--- config.mk ---
export PLATFORM = sky130hd
export DESIGN_NAME = stereo_window_fetch_flat
export DESIGN_NICKNAME = d
export VERILOG_FILES = /design/src/rtl/stereo_window_fetch_if.sv /design/src/rtl/stereo_window_fetch.sv /design/src/flat_wrapper.sv
export SDC_FILE = /design/constraint.sdc
export NUM_CORES = 1
export LEC_CHECK = 0
export BUFFER_PORTS_ARGS = -buffer_cell sky130_fd_sc_hd__clkbuf_2
export CAP_MARGIN = 40
export CORE_MARGIN = 8
export CORE_UTILIZATION = 55
export DETAILED_ROUTE_END_ITERATION = 8
export GPL_TIMING_DRIVEN = 0
export PLACE_DENSITY = 0.8
export SYNTH_ARGS = -nofsm -noshare
export SYNTH_HDL_FRONTEND = slang
export SYNTH_SLANG_ARGS = --single-unit
--- constraint.sdc ---
create_clock -name clk_100mhz -period 4.4 [get_ports clk_100mhz]
set_input_delay 0.88 -clock clk_100mhz [delete_from_list [all_inputs] [get_ports clk_100mhz]]
set_output_delay 0.88 -clock clk_100mhz [all_outputs]
set_load 0.05 [all_outputs]
--- src/rtl/stereo_window_fetch_if.sv ---
// Request, BRAM read and response signals of stereo_window_fetch.
// slave is the fetch unit's view; master is the matcher/BRAM environment's view.
interface stereo_window_fetch_if #(
   parameter int unsigned IMG_WIDTH  = 320,
   parameter int unsigned IMG_HEIGHT = 40,
   parameter int unsigned PIXEL_BITS = 8,
   parameter int unsigned WIN_PIXELS = 6
);
   localparam int unsigned HW = $clog2(IMG_WIDTH) + 1;
   localparam int unsigned VW = $clog2(IMG_HEIGHT) + 1;
   localparam int unsigned AW = $clog2(IMG_WIDTH * IMG_HEIGHT);
   localparam int unsigned WW = PIXEL_BITS * WIN_PIXELS;

   logic                  req_valid;
   logic                  req_ready;
   logic [HW-1:0]         left_hcount;
   logic [VW-1:0]         left_vcount;
   logic [HW-1:0]         right_hcount;
   logic [VW-1:0]         right_vcount;
   logic [AW-1:0]         left_addr;
   logic [AW-1:0]         right_addr;
   logic [PIXEL_BITS-1:0] left_rdata;
   logic [PIXEL_BITS-1:0] right_rdata;
   logic                  resp_valid;
   logic                  resp_ready;
   logic [WW-1:0]         left_win;
   logic [WW-1:0]         right_win;
   logic                  coord_err;

   modport slave (
      input  req_valid, left_hcount, left_vcount, right_hcount, right_vcount,
      input  left_rdata, right_rdata, resp_ready,
      output req_ready, left_addr, right_addr, resp_valid, left_win, right_win, coord_err
   );

   modport master (
      output req_valid, left_hcount, left_vcount, right_hcount, right_vcount,
      output left_rdata, right_rdata, resp_ready,
      input  req_ready, left_addr, right_addr, resp_valid, left_win, right_win, coord_err
   );
endinterface

--- src/rtl/stereo_window_fetch.sv ---
// Fetches WIN_PIXELS consecutive pixels from the left/right frame BRAMs and returns packed windows.
// Build option: define ZERO_PAD_EN to zero window pixels past the right image edge instead of clamping.
module stereo_window_fetch #(
   parameter int unsigned IMG_WIDTH    = 320,
   parameter int unsigned IMG_HEIGHT   = 40,
   parameter int unsigned PIXEL_BITS   = 8,
   parameter int unsigned WIN_PIXELS   = 6,
   parameter int unsigned BRAM_LATENCY = 2
) (
   input  logic                  clk_100mhz,
   input  logic                  sys_rst_n,
   stereo_window_fetch_if.slave  bus
);
   localparam int unsigned HW = $clog2(IMG_WIDTH) + 1;
   localparam int unsigned VW = $clog2(IMG_HEIGHT) + 1;
   localparam int unsigned AW = $clog2(IMG_WIDTH * IMG_HEIGHT);
   localparam int unsigned CW = HW + 1;
   localparam int unsigned KW = (WIN_PIXELS > 1) ? $clog2(WIN_PIXELS) : 1;
   localparam int unsigned PL = BRAM_LATENCY;

   typedef enum logic [1:0] {IDLE, ISSUE, DRAIN, RESP} state_t;

   state_t        state;
   logic [HW-1:0] lh, rh;
   logic [VW-1:0] lv, rv;
   logic          l_ok, r_ok;
   logic [KW-1:0] k;

   // Issue tag travels alongside the registered address, then through the latency pipe.
   logic          tag_v, tag_le, tag_re;
   logic [KW-1:0] tag_k;
   logic [PL-1:0] pipe_v, pipe_le, pipe_re;
   logic [KW-1:0] pipe_k [PL];

   logic          l_ok_c, r_ok_c;
   logic [CW-1:0] lcol_raw_c, rcol_raw_c, lcol_c, rcol_c;
   logic          l_in_c, r_in_c, l_en_c, r_en_c;
   logic [AW-1:0] laddr_c, raddr_c;
   logic          last_out_c;

   always_comb begin
      l_ok_c     = (bus.left_hcount  < HW'(IMG_WIDTH)) && (bus.left_vcount  < VW'(IMG_HEIGHT));
      r_ok_c     = (bus.right_hcount < HW'(IMG_WIDTH)) && (bus.right_vcount < VW'(IMG_HEIGHT));
      lcol_raw_c = CW'(lh) + CW'(k);
      rcol_raw_c = CW'(rh) + CW'(k);
      l_in_c     = lcol_raw_c < CW'(IMG_WIDTH);
      r_in_c     = rcol_raw_c < CW'(IMG_WIDTH);
      lcol_c     = l_in_c ? lcol_raw_c : CW'(IMG_WIDTH - 1);
      rcol_c     = r_in_c ? rcol_raw_c : CW'(IMG_WIDTH - 1);
      laddr_c    = AW'(32'(lv) * IMG_WIDTH + 32'(lcol_c));
      raddr_c    = AW'(32'(rv) * IMG_WIDTH + 32'(rcol_c));
`ifdef ZERO_PAD_EN
      l_en_c     = l_ok && l_in_c;
      r_en_c     = r_ok && r_in_c;
`else
      l_en_c     = l_ok;
      r_en_c     = r_ok;
`endif
      last_out_c = pipe_v[PL-1] && (pipe_k[PL-1] == KW'(WIN_PIXELS - 1));
   end

   always_ff @(posedge clk_100mhz or negedge sys_rst_n) begin
      if (!sys_rst_n) begin
         state          <= IDLE;
         lh             <= '0;
         rh             <= '0;
         lv             <= '0;
         rv             <= '0;
         l_ok           <= 1'b0;
         r_ok           <= 1'b0;
         k              <= '0;
         tag_v          <= 1'b0;
         tag_le         <= 1'b0;
         tag_re         <= 1'b0;
         tag_k          <= '0;
         pipe_v         <= '0;
         pipe_le        <= '0;
         pipe_re        <= '0;
         for (int i = 0; i < int'(PL); i++) pipe_k[i] <= '0;
         bus.req_ready  <= 1'b1;
         bus.resp_valid <= 1'b0;
         bus.left_win   <= '0;
         bus.right_win  <= '0;
         bus.coord_err  <= 1'b0;
         bus.left_addr  <= '0;
         bus.right_addr <= '0;
      end else begin
         tag_v  <= 1'b0;
         tag_le <= 1'b0;
         tag_re <= 1'b0;
         for (int i = int'(PL) - 1; i > 0; i--) begin
            pipe_v[i]  <= pipe_v[i-1];
            pipe_le[i] <= pipe_le[i-1];
            pipe_re[i] <= pipe_re[i-1];
            pipe_k[i]  <= pipe_k[i-1];
         end
         pipe_v[0]  <= tag_v;
         pipe_le[0] <= tag_le;
         pipe_re[0] <= tag_re;
         pipe_k[0]  <= tag_k;

         // Emerging read data lands in its slot; pixel 0 is the most significant.
         for (int s = 0; s < int'(WIN_PIXELS); s++) begin
            if (pipe_v[PL-1] && (pipe_k[PL-1] == KW'(s))) begin
               if (pipe_le[PL-1])
                  bus.left_win[PIXEL_BITS*(WIN_PIXELS-s)-1 -: PIXEL_BITS] <= bus.left_rdata;
               if (pipe_re[PL-1])
                  bus.right_win[PIXEL_BITS*(WIN_PIXELS-s)-1 -: PIXEL_BITS] <= bus.right_rdata;
            end
         end

         case (state)
            IDLE: begin
               if (bus.req_valid) begin
                  lh             <= bus.left_hcount;
                  lv             <= bus.left_vcount;
                  rh             <= bus.right_hcount;
                  rv             <= bus.right_vcount;
                  l_ok           <= l_ok_c;
                  r_ok           <= r_ok_c;
                  k              <= '0;
                  bus.coord_err  <= !(l_ok_c && r_ok_c);
                  bus.left_win   <= '0;
                  bus.right_win  <= '0;
                  bus.req_ready  <= 1'b0;
                  state          <= ISSUE;
               end
            end
            ISSUE: begin
               tag_v  <= 1'b1;
               tag_k  <= k;
               tag_le <= l_en_c;
               tag_re <= r_en_c;
               if (l_en_c) bus.left_addr  <= laddr_c;
               if (r_en_c) bus.right_addr <= raddr_c;
               if (k == KW'(WIN_PIXELS - 1)) state <= DRAIN;
               else                          k     <= k + KW'(1);
            end
            DRAIN: begin
               if (last_out_c) begin
                  bus.resp_valid <= 1'b1;
                  state          <= RESP;
               end
            end
            RESP: begin
               if (bus.resp_ready) begin
                  bus.resp_valid <= 1'b0;
                  bus.req_ready  <= 1'b1;
                  state          <= IDLE;
               end
            end
            default: state <= IDLE;
         endcase
      end
   end
endmodule

--- src/flat_wrapper.sv ---
// flat-port wrapper written by rule: the top's interface ports become plain ports
module stereo_window_fetch_flat 
#(
   parameter int unsigned IMG_WIDTH    = 320,
   parameter int unsigned IMG_HEIGHT   = 40,
   parameter int unsigned PIXEL_BITS   = 8,
   parameter int unsigned WIN_PIXELS   = 6,
   parameter int unsigned BRAM_LATENCY = 2
)
  (clk_100mhz, sys_rst_n, bus_req_valid, bus_left_hcount, bus_left_vcount, bus_right_hcount, bus_right_vcount, bus_left_rdata, bus_right_rdata, bus_resp_ready, bus_req_ready, bus_left_addr, bus_right_addr, bus_resp_valid, bus_left_win, bus_right_win, bus_coord_err);
  stereo_window_fetch_if #(.IMG_WIDTH(IMG_WIDTH), .IMG_HEIGHT(IMG_HEIGHT), .PIXEL_BITS(PIXEL_BITS), .WIN_PIXELS(WIN_PIXELS)) bus_i ();
  input  logic clk_100mhz;
  input  logic sys_rst_n;
  input wire logic [$bits(bus_i.req_valid)-1:0] bus_req_valid;
  input wire logic [$bits(bus_i.left_hcount)-1:0] bus_left_hcount;
  input wire logic [$bits(bus_i.left_vcount)-1:0] bus_left_vcount;
  input wire logic [$bits(bus_i.right_hcount)-1:0] bus_right_hcount;
  input wire logic [$bits(bus_i.right_vcount)-1:0] bus_right_vcount;
  input wire logic [$bits(bus_i.left_rdata)-1:0] bus_left_rdata;
  input wire logic [$bits(bus_i.right_rdata)-1:0] bus_right_rdata;
  input wire logic [$bits(bus_i.resp_ready)-1:0] bus_resp_ready;
  output wire logic [$bits(bus_i.req_ready)-1:0] bus_req_ready;
  output wire logic [$bits(bus_i.left_addr)-1:0] bus_left_addr;
  output wire logic [$bits(bus_i.right_addr)-1:0] bus_right_addr;
  output wire logic [$bits(bus_i.resp_valid)-1:0] bus_resp_valid;
  output wire logic [$bits(bus_i.left_win)-1:0] bus_left_win;
  output wire logic [$bits(bus_i.right_win)-1:0] bus_right_win;
  output wire logic [$bits(bus_i.coord_err)-1:0] bus_coord_err;
  assign bus_i.req_valid = bus_req_valid;
  assign bus_i.left_hcount = bus_left_hcount;
  assign bus_i.left_vcount = bus_left_vcount;
  assign bus_i.right_hcount = bus_right_hcount;
  assign bus_i.right_vcount = bus_right_vcount;
  assign bus_i.left_rdata = bus_left_rdata;
  assign bus_i.right_rdata = bus_right_rdata;
  assign bus_i.resp_ready = bus_resp_ready;
  assign bus_req_ready = bus_i.req_ready;
  assign bus_left_addr = bus_i.left_addr;
  assign bus_right_addr = bus_i.right_addr;
  assign bus_resp_valid = bus_i.resp_valid;
  assign bus_left_win = bus_i.left_win;
  assign bus_right_win = bus_i.right_win;
  assign bus_coord_err = bus_i.coord_err;
  stereo_window_fetch #(.IMG_WIDTH(IMG_WIDTH), .IMG_HEIGHT(IMG_HEIGHT), .PIXEL_BITS(PIXEL_BITS), .WIN_PIXELS(WIN_PIXELS), .BRAM_LATENCY(BRAM_LATENCY)) u_core (.clk_100mhz(clk_100mhz), .sys_rst_n(sys_rst_n), .bus(bus_i));
endmodule
==> summary.txt, run 1 <==
Clocking
  – Clock tree sinks: between 150 and 200
  – H-Tree Depth: 4
  – Latest clock arrival within the worst-skew pair: approximately 0.44 ns
  – Clock slew at reported path FFs: 0.07 ns
  – Root Driver: clkbuf_16
  – Worst-case clock buffer depth: 2
  – Post-CTS Hold Fix Bufs: 0
  – TritonCTS clock tree: yes
  – Number of buffers created by CTS: 17
  – Setup Buffers After CTS: 0
  – Resized cells post-CTS: 0

Synthesis
  – Post-synth cell types: between 50 and 60
  – Biggest area consumer among synthesized cells: dfrtp_1
  – Synth top area share: 0.527
  – YS warnings: 0
  – Number of flops mapped to enable cells by yosys: 0
  – Seq cells post-synth: 186
  – Post-synth top flop: dfrtp_1
  – Syn_area_per_cell: roughly 10 µm²
  – Synthesized instance count: between 800 and 900
  – Sequential area share after synthesis: 0.530
  – Ys async rst share: 1.00
  – Synth Cell Area: a little under 9000 µm²
  – Ranking of synthesized cells by area: dfrtp_1 53%, mux2i_1 8.0%, nand2_1 6.9%

Global route
  – Met2 usage: 0.378
  – Largest net degree at the start of global routing: roughly 100
  – M1 GR Usage: 0.276
  – Tot GR Track Use: 0.223
  – Grt ovf: 0
  – First-pass GRT wire length: about 36000 µm
  – Vias in the first global route: 7225
  – GRT busiest layer: met2
  – Initial antenna violation count: 0
  – Met3 Usage GRT: 0.0503

Finish
  – Fill count: about 1300
  – Area grow syn2layout: 20.3%
  – Footprint of the multi-input gates: 3920 µm²
  – Final standard cell area without fillers: about 11000 µm²
  – Final nets: 1176
  – Ant. Diodes: 0
  – Share of layout cells above drive strength 1: 0.205
  – Register Area: 4660 µm²

STA
  – Final setup vio count: 0
  – Count of final max-slew check failures: 0
  – Min Tclk post-route: roughly 3.9 ns
  – Fmax achieved: approximately 260 MHz
  – RSZ-0062 raised after global routing: no
  – Hold Fails Final Rpt: 0
  – Setup TNS: 0 ns
  – Worst Max-Slew Pin Slew: 0.811 ns
  – Fin Clk Skew: slightly above 0.01 ns
  – Headroom to the max-slew limit: 0.459
  – Fin crit share: 0.891

Power
  – IR drop worst, VDD: around 0.68 mV
  – Power density over the cells: ~670 nW/µm²
  – Leak Pwr: 0.00551 µW

Floorplanning
  – # IOs: 181
  – Starting Density: 0.557
  – Chip height: 142 µm
  – Die area: approximately 20000 µm²
  – Core Area: 15800 µm²
  – Die X: roughly 140 µm
  – Cell Rows: 46

Worst setup path
  – Worst R2R Start: u_core.k[0]$_DFFE_PN0P_
  – R2r setup slk: ~0.48 ns
  – Arrival time worst endpoint: about 4.2 ns
  – Critical path fanouts, max: 9
  – Required @ worst endpoint: between 4 and 5 ns
  – Kind of critical path: reg -> reg
  – Worst setup SP type: flip-flop
  – Endpoint type of the worst setup path: flip-flop
  – FF-to-FF End: u_core.bus.left_addr[12]$_DFFE_PN0P_
  – R2R depth: 16

Detailed routing
  – DR WL/cell: 16.7 µm
  – WL final: about 22000 µm
  – DR vias/cell: between 5 and 6
  – # DRC: 0
  – Drt pass-1 iters: 4
  – Final ANT Viol Nets: 0
  – Via Count: roughly 7100
  – DRT iter0 DRCs: about 360

Placement
  – GPL Wtd Cong: 0.788
  – Hpwl dp: about 16000 µm
  – Number of port buffers: ~180
  – Cell Area, Placed: 10000 µm²

Hold path
  – Min-delay src: u_core.pipe_v[0]$_DFF_PN0_
  – HP Class: reg -> reg
  – Min-Delay Endpoint: u_core.pipe_v[1]$_DFF_PN0_
  – Hold Path Depth: 0

Flow run
  – Max Cap Viol: 0

Status
  – Status: completed
per-stage QoR:
step	utilization	hold WS, ns	cells	power [µW]	setup WS, ns
6_report	0.670	0.349	1305	7080	0.479
3_3_place_gp	0.631	0.332	1271	5570	-0.963
2_1_floorplan	-	0.331	876	4870	0.820
4_1_cts	0.670	0.349	1305	7130	0.479
5_1_grt	0.670	0.354	1305	7610	0.187
3_5_place_dp	0.634	0.335	1273	5660	0.502
registers in the layout, summed over array words and instances (netlist names), 2 cells and up:
name                   flops
u_core.pipe_k              6
u_core.k                   3
u_core.bus.left_addr      14
u_core.rh                 10
u_core.pipe_le             2
u_core.tag_k               3
u_core.rv                  7
u_core.pipe_re             2
u_core.pipe_v              2
u_core.bus.right_win      48
u_core.state               2
u_core.bus.left_win       48
u_core.lv                  7
u_core.lh                 10
u_core.bus.right_addr     14
critical path: stages, from the launching register on:
cell and delay, ns:
dfrtp_1 0.52, ha_1 0.25, inv_1 0.07, fa_1 0.39
and2b_2 0.26, o2111ai_4 0.15, or4_1 0.54, a21o_1 0.23
nor2_1 0.11, ha_1 0.20, inv_1 0.06, fa_1 0.39
nor2b_1 0.17, o31a_1 0.16, o21ai_1 0.08, xnor2_1 0.14
o21ai_1 0.07
power by group:
part           switching [µW]  internal [µW]
clock                     689            771
combinational            2080           1080
sequential                335           2130
cell families after synthesis:
family	count (synthesis)	share of synthesized area
xor+xnor	28	0.0279
other cells	1	0.000427
flops	186	0.530
compound gates	153	0.105
mux	74	0.0850
buf+inv	57	0.0244
fa+ha+maj	46	0.0707
simple gates	328	0.156
metal layers:
metal / routed length (µm) / up-vias / share of wire
li1: - / 3388 / -
met1: 9200 / 3393 / 0.42
met2: 10600 / 243 / 0.49
met3: 1590 / 36 / 0.073
met4: 429 / 0 / 0.020
met5: 0 / - / 0
final cells by class:
type	instances	area share
repair buffers	181	0.0890
clock buffers	20	0.0433
inverters	27	0.00960
flip-flops and latches	186	0.441
well taps	216	0.0256
plain buffers	30	0.0107
multi-input cells	633	0.371
clock inverters	12	0.00984
worst max path at each step:
| stage | start | endpoint | slack, ns | cells past startpoint |
|---|---|---|---|---|
| 4_1_cts | u_core.k[0]$_DFFE_PN0P_ | u_core.bus.left_addr[12]$_DFFE_PN0P_ | 0.48 | 16 |
| 3_3_place_gp | sys_rst_n | u_core.bus.left_addr[13]$_DFFE_PN0P_ | -0.96 | 1 |
| 3_5_place_dp | u_core.k[0]$_DFFE_PN0P_ | u_core.bus.left_addr[13]$_DFFE_PN0P_ | 0.50 | 14 |
| 2_1_floorplan | u_core.k[0]$_DFFE_PN0P_ | u_core.bus.left_addr[12]$_DFFE_PN0P_ | 0.82 | 16 |
| 5_1_grt | u_core.k[0]$_DFFE_PN0P_ | u_core.bus.left_addr[12]$_DFFE_PN0P_ | 0.19 | 16 |
| 6_report | u_core.k[0]$_DFFE_PN0P_ | u_core.bus.left_addr[12]$_DFFE_PN0P_ | 0.48 | 16 |
cells in the mapped netlist (13+ instances only):
| library cell | n |
|---|---|
| dfrtp_1 | 185 |
| nand2_1 | 162 |
| nor2_1 | 102 |
| mux2i_1 | 70 |
| a21oi_1 | 51 |
| o21ai_0 | 42 |
| ha_1 | 40 |
| clkbuf_1 | 26 |
| nand3_1 | 26 |
| inv_1 | 25 |
| xor2_1 | 15 |
| xnor2_1 | 13 |
placed cells by master, fill, tap and decap left out, types with 7 or more instances in the layout:
cell type / instances
inv_1: 25
nand3_1: 26
clkbuf_16: 17
clkbuf_2: 178
ha_1: 40
o21ai_1: 10
a21oi_1: 51
a21o_1: 9
mux2i_1: 70
nor3_1: 7
xnor2_1: 13
dfrtp_1: 185
a31oi_1: 10
clkbuf_1: 27
nand2_1: 162
a211oi_1: 9
o21ai_0: 42
xor2_1: 15
nor2_1: 102
(Power assumes the default switching activity.)
==> run 2, diff against run 1 <==
--- a/config.mk
+++ b/config.mk
@@ -7,10 +7,9 @@
 export LEC_CHECK = 0
 export BUFFER_PORTS_ARGS = -buffer_cell sky130_fd_sc_hd__clkbuf_2
 export CAP_MARGIN = 40
-export CORE_MARGIN = 8
+export CORE_MARGIN = 4
 export CORE_UTILIZATION = 55
 export DETAILED_ROUTE_END_ITERATION = 8
-export GPL_TIMING_DRIVEN = 0
 export PLACE_DENSITY = 0.8
 export SYNTH_ARGS = -nofsm -noshare
 export SYNTH_HDL_FRONTEND = slang
==> run 2 against run 1 <==
Net effect:
- maximum frequency fell by 0.23%
- final area rose by 0.17%
- power rose by 3.0%
- global-route usage rose by 0.75 points
- flip-flop and latch count did not move
- critical path depth did not move
- register-to-register slack barely moved
- clock power rose by 15%
- die area fell by 11%
- combinational power barely moved
- critical path type unchanged
- largest power group unchanged
==> summary.txt, run 2 (synthesis results as in run 1) <==
Global route
  – Grt ovf: 0 (unchanged)
  – Vias in the first global route: 6729 (-6.9%)
  – Tot GR Track Use: 0.231 (+0.00745)
  – Largest net degree at the start of global routing: 91 (-11%)
  – First-pass GRT wire length: 33600 µm (-6.9%)
  – Initial antenna violation count: 0 (unchanged)

Worst setup path
  – Critical path, cell by cell: ha_1 -> inv_1 -> fa_1 -> and2b_2 -> o2111ai_4 -> or4_1 -> a21o_1 -> nor2_1 -> ha_1 -> inv_1 -> fa_1 -> nor2b_1 -> o31a_1 -> o21ai_1 -> xnor2_1 -> o21ai_1
  – Worst setup SP type: flip-flop
  – Endpoint type of the worst setup path: flip-flop
  – Worst R2R Start: u_core.k[0]$_DFFE_PN0P_
  – Critical Path Slowest Stage Cell: or4_1
  – Required @ worst endpoint: 4.70 ns (about the same)
  – Worst path max stage delay: 0.54 ns (about the same)
  – FF-to-FF End: u_core.bus.left_addr[12]$_DFFE_PN0P_
  – R2R depth: 16 (unchanged)
  – Critical path fanouts, max: 9 (unchanged)
  – R2r setup slk: 0.47 ns (about the same)
  – Arrival time worst endpoint: 4.22 ns (about the same)
  – Worst path buffer plus inverter count: 2 (unchanged)
  – Kind of critical path: reg -> reg
  – Delay-heaviest family, CP: adder cells

Clocking
  – Clock tree sinks: 186 (unchanged)
  – Number of buffers created by CTS: 17 (unchanged)
  – Worst-case clock buffer depth: 2 (unchanged)
  – Clock slew at reported path FFs: 0.07 ns (about the same)
  – H-Tree Depth: 4 (unchanged)
  – Setup Buffers After CTS: 0 (unchanged)
  – TritonCTS clock tree: yes
  – Root Driver: clkbuf_16
  – Latest clock arrival within the worst-skew pair: 0.43 ns (about the same)
  – Post-CTS Hold Fix Bufs: 0 (unchanged)
  – Resized cells post-CTS: 0 (unchanged)

Power
  – Power density over the cells: 690 nW/µm² (+2.8%)
  – IR drop worst, VDD: 0.598 mV (-12%)
  – Leak Pwr: 0.00554 µW (+0.59%)

Hold path
  – HP Class: reg -> reg
  – Min-delay src: u_core.tag_re$_DFF_PN0_
  – Min-Delay Endpoint: u_core.pipe_re[0]$_DFF_PN0_
  – Hold Path Depth: 0 (unchanged)

Placement
  – Hpwl dp: 14800 µm (-7.7%)
  – GPL Wtd Cong: 0.835 (+6.0%)
  – Dpl cells: 1243 (-2.4%)
  – Number of port buffers: 180 (+0.56%)

Floorplanning
  – Die X: 134 µm (-5.6%)
  – Die area: 18000 µm² (-11%)
  – Core Area: 15400 µm² (-2.2%)
  – Starting Density: 0.569 (+0.0124)
  – Chip height: 134 µm (-5.6%)
  – # IOs: 181 (unchanged)
  – Cell Rows: 45 (-2.2%)

Detailed routing
  – Drt pass-1 iters: 7 (+3)
  – Final ANT Viol Nets: 0 (unchanged)
  – DR WL/cell: 16.0 µm (-4.5%)
  – DR vias/cell: 5.45 (+0.83%)
  – # DRC: 0 (unchanged)
  – WL final: 20400 µm (-6.7%)
  – Via Count: 6955 (-1.5%)
  – DRT iter0 DRCs: 357 (+0.28%)

Finish
  – Post-Layout Cell Count: 1275 (-2.3%)
  – Biggest regs: u_core.bus.left_win: 48 flops, u_core.bus.right_win: 48 flops
  – Fill count: 1248 (-2.7%)
  – Register Area: 4660 µm² (unchanged)
  – Area grow syn2layout: 20.5%
  – Ant. Diodes: 0 (unchanged)
  – Most frequent cells in the layout: 185 x dfrtp_1, 179 x clkbuf_2, 162 x nand2_1, 102 x nor2_1, 70 x mux2i_1
  – Share of layout cells above drive strength 1: 0.216 (+0.0114)
  – Final nets: 1151 (-2.1%)
  – Footprint of the multi-input gates: 3920 µm² (about the same)
  – Commonest non-fill, non-tap cell in the layout: dfrtp_1

STA
  – Min Tclk post-route: 3.93 ns (+0.00900 ns)
  – Hold Fails Final Rpt: 0 (unchanged)
  – Fin crit share: 0.893 (+0.00204)
  – Setup TNS: 0 ns (unchanged)
  – Fmax achieved: 254 MHz (-0.23%)
  – RSZ-0062 raised after global routing: no
  – Headroom to the max-slew limit: 0.453 (-0.00683)
  – Final setup vio count: 0 (unchanged)
  – Worst Max-Slew Pin Slew: 0.821 ns (+0.0102 ns)
  – Count of final max-slew check failures: 0 (unchanged)
  – Fin Clk Skew: 0.0111 ns (+0.000700 ns)

Flow run
  – Max Cap Viol: 0 (unchanged)

Status
  – Status: completed
## run 2: cell count changes in the layout (fill, tap and decap cells not counted), moves of 2 or more
cell | previous run | this run
inv_6 | 5 | 3
clkbuf_8 | 3 | 0
inv_8 | 2 | 4
buf_1 | 4 | 0
buf_4 | 1 | 4
buf_12 | 0 | 2
bufinv_16 | 0 | 4
clkbuf_1 | 27 | 0
## run 2: how the worst max path moves through the flow
stage | slack (ns) | end | depth (start not counted) | startpoint
finish | 0.47 | u_core.bus.left_addr[12]$_DFFE_PN0P_ | 16 | u_core.k[0]$_DFFE_PN0P_
global placement | 0.59 | u_core.bus.left_addr[12]$_DFFE_PN0P_ | 16 | u_core.k[0]$_DFFE_PN0P_
floorplan | 0.82 | u_core.bus.left_addr[12]$_DFFE_PN0P_ | 16 | u_core.k[0]$_DFFE_PN0P_
global route | 0.19 | u_core.bus.left_addr[13]$_DFFE_PN0P_ | 14 | u_core.k[0]$_DFFE_PN0P_
CTS | 0.47 | u_core.bus.left_addr[12]$_DFFE_PN0P_ | 16 | u_core.k[0]$_DFFE_PN0P_
detailed placement | 0.49 | u_core.bus.left_addr[12]$_DFFE_PN0P_ | 16 | u_core.k[0]$_DFFE_PN0P_
## run 2: cell type report
| class | count | area share |
|---|---|---|
| Timing Repair Buffer | 186 | 0.0924 |
| Multi-Input combinational cell | 633 | 0.371 |
| Clock inverter | 15 | 0.0219 |
| Clock buffer | 17 | 0.0402 |
| Inverter | 27 | 0.00958 |
| Tap cell | 211 | 0.0250 |
| Sequential cell | 186 | 0.440 |
## run 2: through the flow
step                      instance area, µm²  total power [µW]  setup WS, ns   util  hold slack [ns]
final                                  10600              7290         0.470  0.686            0.343
after floorplan                         8790              4870         0.820      -            0.331
after global placement                  9910              5540         0.594  0.642            0.331
after global routing                   10600              7820         0.186  0.686            0.356
after CTS                              10600              7340         0.473  0.686            0.346
after detailed placement                9920              5650         0.487  0.643            0.335
## run 2: routing by layer
layer  vias up  part of all wire  track usage
met3        29             0.062       0.0420
met2       249              0.48        0.377
met4         0             0.019       0.0781
met5         -                 0            0
met1      3348              0.43        0.313
li1       3329                 -            -
## run 2: report_power, final
part	internal, µW	leakage, µW	switching, µW
logic	1080	0.00276	2070
registers	2130	0.00246	344
clock network	978	0.000315	698
total	4180	0.00554	3110
